File: config.mk
export PLATFORM = sky130hd
export DESIGN_NAME = frame_timer_flat
export DESIGN_NICKNAME = d
export VERILOG_FILES = /design/src/rtl/frame_timer_if.sv /design/src/rtl/frame_timer.sv /design/src/flat_wrapper.sv
export SDC_FILE = /design/constraint.sdc
export NUM_CORES = 1
export LEC_CHECK = 0
export CAP_MARGIN = 20
export CORE_ASPECT_RATIO = 0.6
export CORE_MARGIN = 10
export CORE_UTILIZATION = 40
export CTS_CLUSTER_SIZE = 14
export DETAILED_ROUTE_END_ITERATION = 6
export GPL_ROUTABILITY_DRIVEN = 0
export MAX_ROUTING_LAYER = met4
export PLACE_DENSITY = 0.67
export SLEW_MARGIN = 5
export SYNTH_ARGS = -nofsm -noshare
export SYNTH_HDL_FRONTEND = slang
export SYNTH_SLANG_ARGS = --single-unit
File: constraint.sdc
create_clock -name clk -period 7.4 [get_ports clk]
set_input_delay 1.85 -clock clk [delete_from_list [all_inputs] [get_ports clk]]
set_output_delay 1.85 -clock clk [all_outputs]
set_load 0.02 [all_outputs]
File: src/rtl/frame_timer_if.sv
// frame_timer_if: control inputs and frame status outputs of frame_timer.
interface frame_timer_if #(
    parameter int CNT_W = 32
);
    logic             run;
    logic             restart;
    logic             frame_ack;
    logic             frame_tick;
    logic             frame_busy;
    logic [CNT_W-1:0] frame_cnt;
    logic [15:0]      drop_cnt;

    modport master (
        output run, restart, frame_ack,
        input  frame_tick, frame_busy, frame_cnt, drop_cnt
    );

    modport slave (
        input  run, restart, frame_ack,
        output frame_tick, frame_busy, frame_cnt, drop_cnt
    );
endinterface

File: src/rtl/frame_timer.sv
// frame_timer: frame-rate tick generator with consumer handshake and dropped-frame tracking.
// Define FRAME_TIMER_DROP_CNT_EN to build the saturating dropped-frame counter.
module frame_timer #(
    parameter int CLK_HZ = 1000000,
    parameter int FPS    = 60,
    parameter int CNT_W  = 32
) (
    input logic          clk,
    input logic          rst,
    frame_timer_if.slave bus
);
    localparam int PERIOD = CLK_HZ / FPS;
    localparam int DIV_W  = $clog2(PERIOD);

    typedef enum logic [1:0] {IDLE, RUN, PAUSE} state_t;

    state_t           state_q;
    logic [DIV_W-1:0] div_q;
    logic             tick_q;
    logic             busy_q;
    logic [CNT_W-1:0] cnt_q;
    logic             frame_evt;
    logic             tick_d;

    assign frame_evt = state_q == RUN && div_q == DIV_W'(PERIOD - 1);
    // An ack arriving with the event frees the slot just in time for the new tick.
    assign tick_d    = frame_evt && (!busy_q || bus.frame_ack);

    always_ff @(posedge clk) begin
        if (rst || bus.restart) begin
            state_q <= IDLE;
            div_q   <= '0;
            tick_q  <= 1'b0;
            busy_q  <= 1'b0;
            cnt_q   <= '0;
        end else begin
            state_q <= bus.run ? RUN : (state_q == RUN ? PAUSE : state_q);
            if (state_q == RUN)
                div_q <= frame_evt ? '0 : div_q + 1'b1;
            tick_q  <= tick_d;
            busy_q  <= tick_d || (busy_q && !bus.frame_ack);
            cnt_q   <= cnt_q + CNT_W'(tick_d);
        end
    end

    assign bus.frame_tick = tick_q;
    assign bus.frame_busy = busy_q;
    assign bus.frame_cnt  = cnt_q;

`ifdef FRAME_TIMER_DROP_CNT_EN
    logic [15:0] drop_q;

    always_ff @(posedge clk) begin
        if (rst || bus.restart)
            drop_q <= '0;
        else if (frame_evt && busy_q && !bus.frame_ack && drop_q != 16'hFFFF)
            drop_q <= drop_q + 1'b1;
    end

    assign bus.drop_cnt = drop_q;
`else
    assign bus.drop_cnt = '0;
`endif
endmodule

File: src/flat_wrapper.sv
// flat-port wrapper written by rule: the top's interface ports become plain ports
module frame_timer_flat 
#(
    parameter int CLK_HZ = 1000000,
    parameter int FPS    = 60,
    parameter int CNT_W  = 32
)
  (clk, rst, bus_run, bus_restart, bus_frame_ack, bus_frame_tick, bus_frame_busy, bus_frame_cnt, bus_drop_cnt);
  frame_timer_if #(.CNT_W(CNT_W)) bus_i ();
  input logic clk;
  input logic rst;
  input wire logic [$bits(bus_i.run)-1:0] bus_run;
  input wire logic [$bits(bus_i.restart)-1:0] bus_restart;
  input wire logic [$bits(bus_i.frame_ack)-1:0] bus_frame_ack;
  output wire logic [$bits(bus_i.frame_tick)-1:0] bus_frame_tick;
  output wire logic [$bits(bus_i.frame_busy)-1:0] bus_frame_busy;
  output wire logic [$bits(bus_i.frame_cnt)-1:0] bus_frame_cnt;
  output wire logic [$bits(bus_i.drop_cnt)-1:0] bus_drop_cnt;
  assign bus_i.run = bus_run;
  assign bus_i.restart = bus_restart;
  assign bus_i.frame_ack = bus_frame_ack;
  assign bus_frame_tick = bus_i.frame_tick;
  assign bus_frame_busy = bus_i.frame_busy;
  assign bus_frame_cnt = bus_i.frame_cnt;
  assign bus_drop_cnt = bus_i.drop_cnt;
  frame_timer #(.CLK_HZ(CLK_HZ), .FPS(FPS), .CNT_W(CNT_W)) u_core (.clk(clk), .rst(rst), .bus(bus_i));
endmodule
== After elaboration in Yosys (flattened, before gate mapping) ==
Index checks and enable logic that the tools add are counted.
Operators by class
  $add $sub $neg: 2
  equal/unequal tests: 2
  multiplexer cells: 3
  reduce and logical (&&, ||, !) cells: 10
Operators with widths (number)
  $add A32 B1 Y32: 1
  $add A15 B1 Y15 const B: 1
  $eq A15 B15 Y1 const B: 1
  $mux W15: 1
  $logic_and A1 B1 Y1: 3
  $logic_or A1 B1 Y1: 3
  $eq A2 B1 Y1 const B: 1
  $logic_not A1 Y1: 2
  $mux W1: 2
  $reduce_bool A2 Y1: 1
  $reduce_or A2 Y1: 1
Storage, ports and cells
  register bits: 51
  bits of input ports: 5
  output and inout port bits: 50
  word-level logic and storage cells: 23

== Depth between registers and ports, before layout ==
  word-level depth: 4
  mapped depth: 12
  mapped depth without buffers: 12

== Least setup slack after synthesis ==
Ideal clock, no wire load.
  path kind: input port to flip-flop
  start point: input bus_frame_ack
  end point: register u_core.cnt_q[30], in the netlist u_core.bus.frame_cnt[30]
  setup time: 0.070 ns
  arrival time: 3.502 ns
  data required time: 7.330 ns
  slack: 3.827 ns
  stages on the path: 9
  path buffers: 0
  cells stage by stage: nand2b_1 > and2_1 > ha_1 > ha_1 > nand3_1 > nor2_2 > nand4_2 > or4_1 > a21oi_1
On the way
  longest elaborated chain between the ends: 3
RTL lines
  start, declared: line flat_wrapper.sv:14  | input wire logic [$bits(bus_i.frame_ack)-1:0] bus_frame_ack;
  $logic_or A1 B1 Y1: line frame_timer.sv:27  | assign tick_d = frame_evt && (!busy_q || bus.frame_ack);
  $logic_and A1 B1 Y1: line frame_timer.sv:27
  via u_core.tick_d: line frame_timer.sv:23  | logic tick_d;
  $add A32 B1 Y32: line frame_timer.sv:42  | cnt_q <= cnt_q + CNT_W'(tick_d);
  end signal, assigned: line frame_timer.sv:42
  end, declared: line frame_timer.sv:21  | logic [CNT_W-1:0] cnt_q;
The timed path passes the listed nets, and every way through them passes these cells.
A chain may end at the register's enable or synchronous reset.

== Worst setup path in the final report ==
Ends and elaborated chain as after synthesis.

==> results.cfg <==
[floorplan]
die_area_um2 = 9550
row_count = 21
die_height_um = 79.8
core-area_um2 = 5680
dieWidth_um = 120
initial_core_util_pct = 42.0
num_io_pins = 55

[sta]
slew_headroom_pct = 55.4
slew_viol_final = 0
hold_viol = 0
finalCriticalPeriod_ns = 4.05
rsz0062_at_grt = no
fmax_mhz = 247
worst_slew_pin_slew_ns = 0.668
skew_ns = 0.00862
setup_viol = 0
setup_tns_ns = 0
min_period_over_period_pct = 54.8

[synth]
yosysSeqAreaShare_pct = 42.8
synthMuxAreaShare_pct = 0
synthSimpleGateAreaFrac_pct = 29.3
syn_area_per_cell_um2 = 8.64
synth-compound-area-share_pct = 4.30
synth_xor_area_share_pct = 12.9
ys_warn_count = 0
synth-edff-count = 0
syn_area_um2 = 2380
syn_inst = 276
synth.distinct_cells = 36
ys_ff_latch = 51
synth_top_family_by_area = simple AND/OR/NAND/NOR gates
synth_ff_type = dfxtp_1
async_flop_share_pct = 0
synth_fa_ha_area_share_pct = 2.62

[final_layout]
drive_above_1_share_pct = 4.47
area_growth_pct = 19.3
final_cells = 393
fin_nets = 322
final_area_um2 = 2840
diodes = 0

[global_routing]
grt_pass1_wl_mm = 8.31
grt_pass1_vias = 1733
gr-usage-all-layers_pct = 10.4
antenna_found_initial = 0
overflow = 0
grt_max_degree = 36

[route]
met1_length_mm = 2.63
post_drt_wl_per_cell_um = 12.5
drt_iter0_drc = 137
firstDrtPassIters = 4
top_layer = met4
ant_nets = 0
wl_met3_um = 297
drt-vias-per-instance = 4.66
routed_wl_mm = 4.92
post-route-drc-count = 0
vias = 1830
wl_met2_mm = 1.95

[pwr]
p_int_uw = 344
p_sw_uw = 97.5
combPwrFrac_pct = 3.7
pwr-share-clk_pct = 34.1
vdd_drop_max_mv = 0.103
seqPwrFrac_pct = 62.2
swShare_pct = 22.1
power.total_uw = 442
p_per_area_nw_per_um2 = 155
cellLeakagePower_nw = 0.991

[clock_tree]
cts.clk_slew.worst_paths_ns = 0.09
cts_buffer_depth = 2
cts.htree.levels = 2
clk_latency_ns = 0.29
root_buffer = clkbuf_8
cts.sinks = 51
cts_setup_buffers = 0
numCtsBuffers = 5
cts_resized = 0
cts-hold-fix-buffers = 0
cts_tree = built

[hold_path]
holdPathStages = 2
hp-start = u_core.bus.frame_cnt[31]$_SDFF_PP0_
hold_path_end = u_core.bus.frame_cnt[31]$_SDFF_PP0_
hold_class = register to register

[place]
port_buffers = 38
placed_area_um2 = 2760
place_hpwl_mm = 3.61
dp_cells = 385

[setup_path]
reg2regPathDepth = 10
crit_type = primary input to register
setup.worst_path.start_class = primary input
cp_max_fo = 8
endpoint_kind = register
required_ns = 7.62
r2r-end = u_core.bus.frame_cnt[30]$_SDFF_PP0_
rr_startpoint = u_core.div_q[5]$_SDFFE_PP0N_
critical_path_arrival_ns = 4.27
rrSetupSlack_ns = 4.10

[outcome]
status = complete, no violations

[run]
drv_cap = 0
-- power groups by stage --
stage          Combinational (mW)  Clock [mW]  Sequential (mW)
3_5_place_dp               0.0161           0            0.281
3_3_place_gp               0.0160           0            0.281
5_1_grt                    0.0179       0.167            0.275
4_1_cts                    0.0161       0.156            0.275
6_report                   0.0163       0.150            0.275
2_1_floorplan              0.0196           0            0.281
-- cell type report --
type,count,area [um^2]
flip-flops and latches,51,1020
fillers,553,2830
clock buffers,7,76.3
clock inverters,1,5.00
repair buffers,39,388
inverters,6,22.5
multi-input cells,209,1230
well taps,80,100
-- sequential cells by signal, indices dropped and copies added, names as in the netlist --
| register | count |
|---|---|
| u_core.bus.frame_tick | 1 |
| u_core.bus.frame_cnt | 32 |
| u_core.state_q | 2 |
| u_core.div_q | 15 |
| u_core.bus.frame_busy | 1 |
-- synthesized netlist by cell type, types with 2 or more instances --
master / number / area [um^2]
xnor2_1: 11 / 96.3
inv_1: 6 / 22.5
buf_4: 17 / 128
nor4_1: 3 / 18.8
nand2_1: 18 / 67.6
clkbuf_1: 6 / 22.5
nand4_1: 13 / 81.3
or3_1: 9 / 56.3
nor3_1: 5 / 25.0
and4_1: 2 / 17.5
dfxtp_1: 51 / 1020
nor2_1: 44 / 165
o21ai_0: 7 / 35.0
nand3_1: 14 / 70.1
xor2_1: 24 / 210
and2_1: 4 / 25.0
a21oi_1: 12 / 60.1
ha_1: 5 / 62.6
and3_1: 7 / 43.8
or4_1: 2 / 15.0
-- stage by stage --
step	utilization, %	worst slack, ns	hold WS, ns
floorplan	-	3.83	0.462
global placement	48.7	3.09	0.468
detailed placement	48.7	3.05	0.483
CTS	50.1	3.34	0.495
global route	50.1	3.12	0.529
finish	50.1	3.35	0.490
-- worst max path at each step --
stage	depth (start not counted)	startpoint	end	slack [ns]
3_3_place_gp	10	bus_frame_ack	u_core.bus.frame_cnt[30]$_SDFF_PP0_	3.09
2_1_floorplan	9	bus_frame_ack	u_core.bus.frame_cnt[30]$_SDFF_PP0_	3.83
5_1_grt	10	bus_frame_ack	u_core.bus.frame_cnt[30]$_SDFF_PP0_	3.12
6_report	10	bus_frame_ack	u_core.bus.frame_cnt[30]$_SDFF_PP0_	3.35
3_5_place_dp	10	bus_frame_ack	u_core.bus.frame_cnt[30]$_SDFF_PP0_	3.05
4_1_cts	10	bus_frame_ack	u_core.bus.frame_cnt[30]$_SDFF_PP0_	3.34
-- kinds of logic after synthesis --
kind of cell               Yosys count
AOI/OAI and AO/OA                   20
xor gates and xnor gates            35
adders and majority gates            5
buffers and inverters               31
DFF                                 51
other                                1
and+or+nand+nor                    133
-- routing by layer --
layer / GRT usage, % / vias to the layer above
met5: - / -
met1: 14.6 / 811
met3: 2.97 / 2
li1: - / 968
met2: 14.1 / 49
met4: 2.76 / 0
-- placed cells by master, fill, tap and decap left out, drive strengths merged --
| cell | count |
|---|---|
| nand4 | 15 |
| xor2 | 24 |
| or4 | 3 |
| nand2 | 19 |
| dfxtp | 51 |
| and3 | 7 |
| or3 | 9 |
| o21ai | 7 |
| a21oi | 12 |
| nor4b | 1 |
| xnor2 | 11 |
| or2 | 1 |
| and2b | 1 |
| and2 | 4 |
| o31ai | 1 |
| nor2 | 45 |
| nand2b | 1 |
| and4 | 2 |
| clkbuf | 7 |
| nor3b | 1 |
| buf | 1 |
| or2b | 1 |
| clkinv | 1 |
| nor4 | 3 |
| nor3 | 5 |
| nand3 | 14 |
| conb | 16 |
| ha | 5 |
| clkdlybuf4s50 | 38 |
| nor2b | 1 |
| inv | 6 |
-- worst max-delay path, stage by stage --
cell             delay [ns]
clkdlybuf4s50_1        0.45
nand2b_1               0.14
and2_1                 0.17
ha_1                   0.15
ha_1                   0.17
nand3_1                0.15
nor2_2                 0.39
nand4_2                0.21
or4_1                  0.44
a21oi_1                0.15
(Power assumes the default switching activity.)
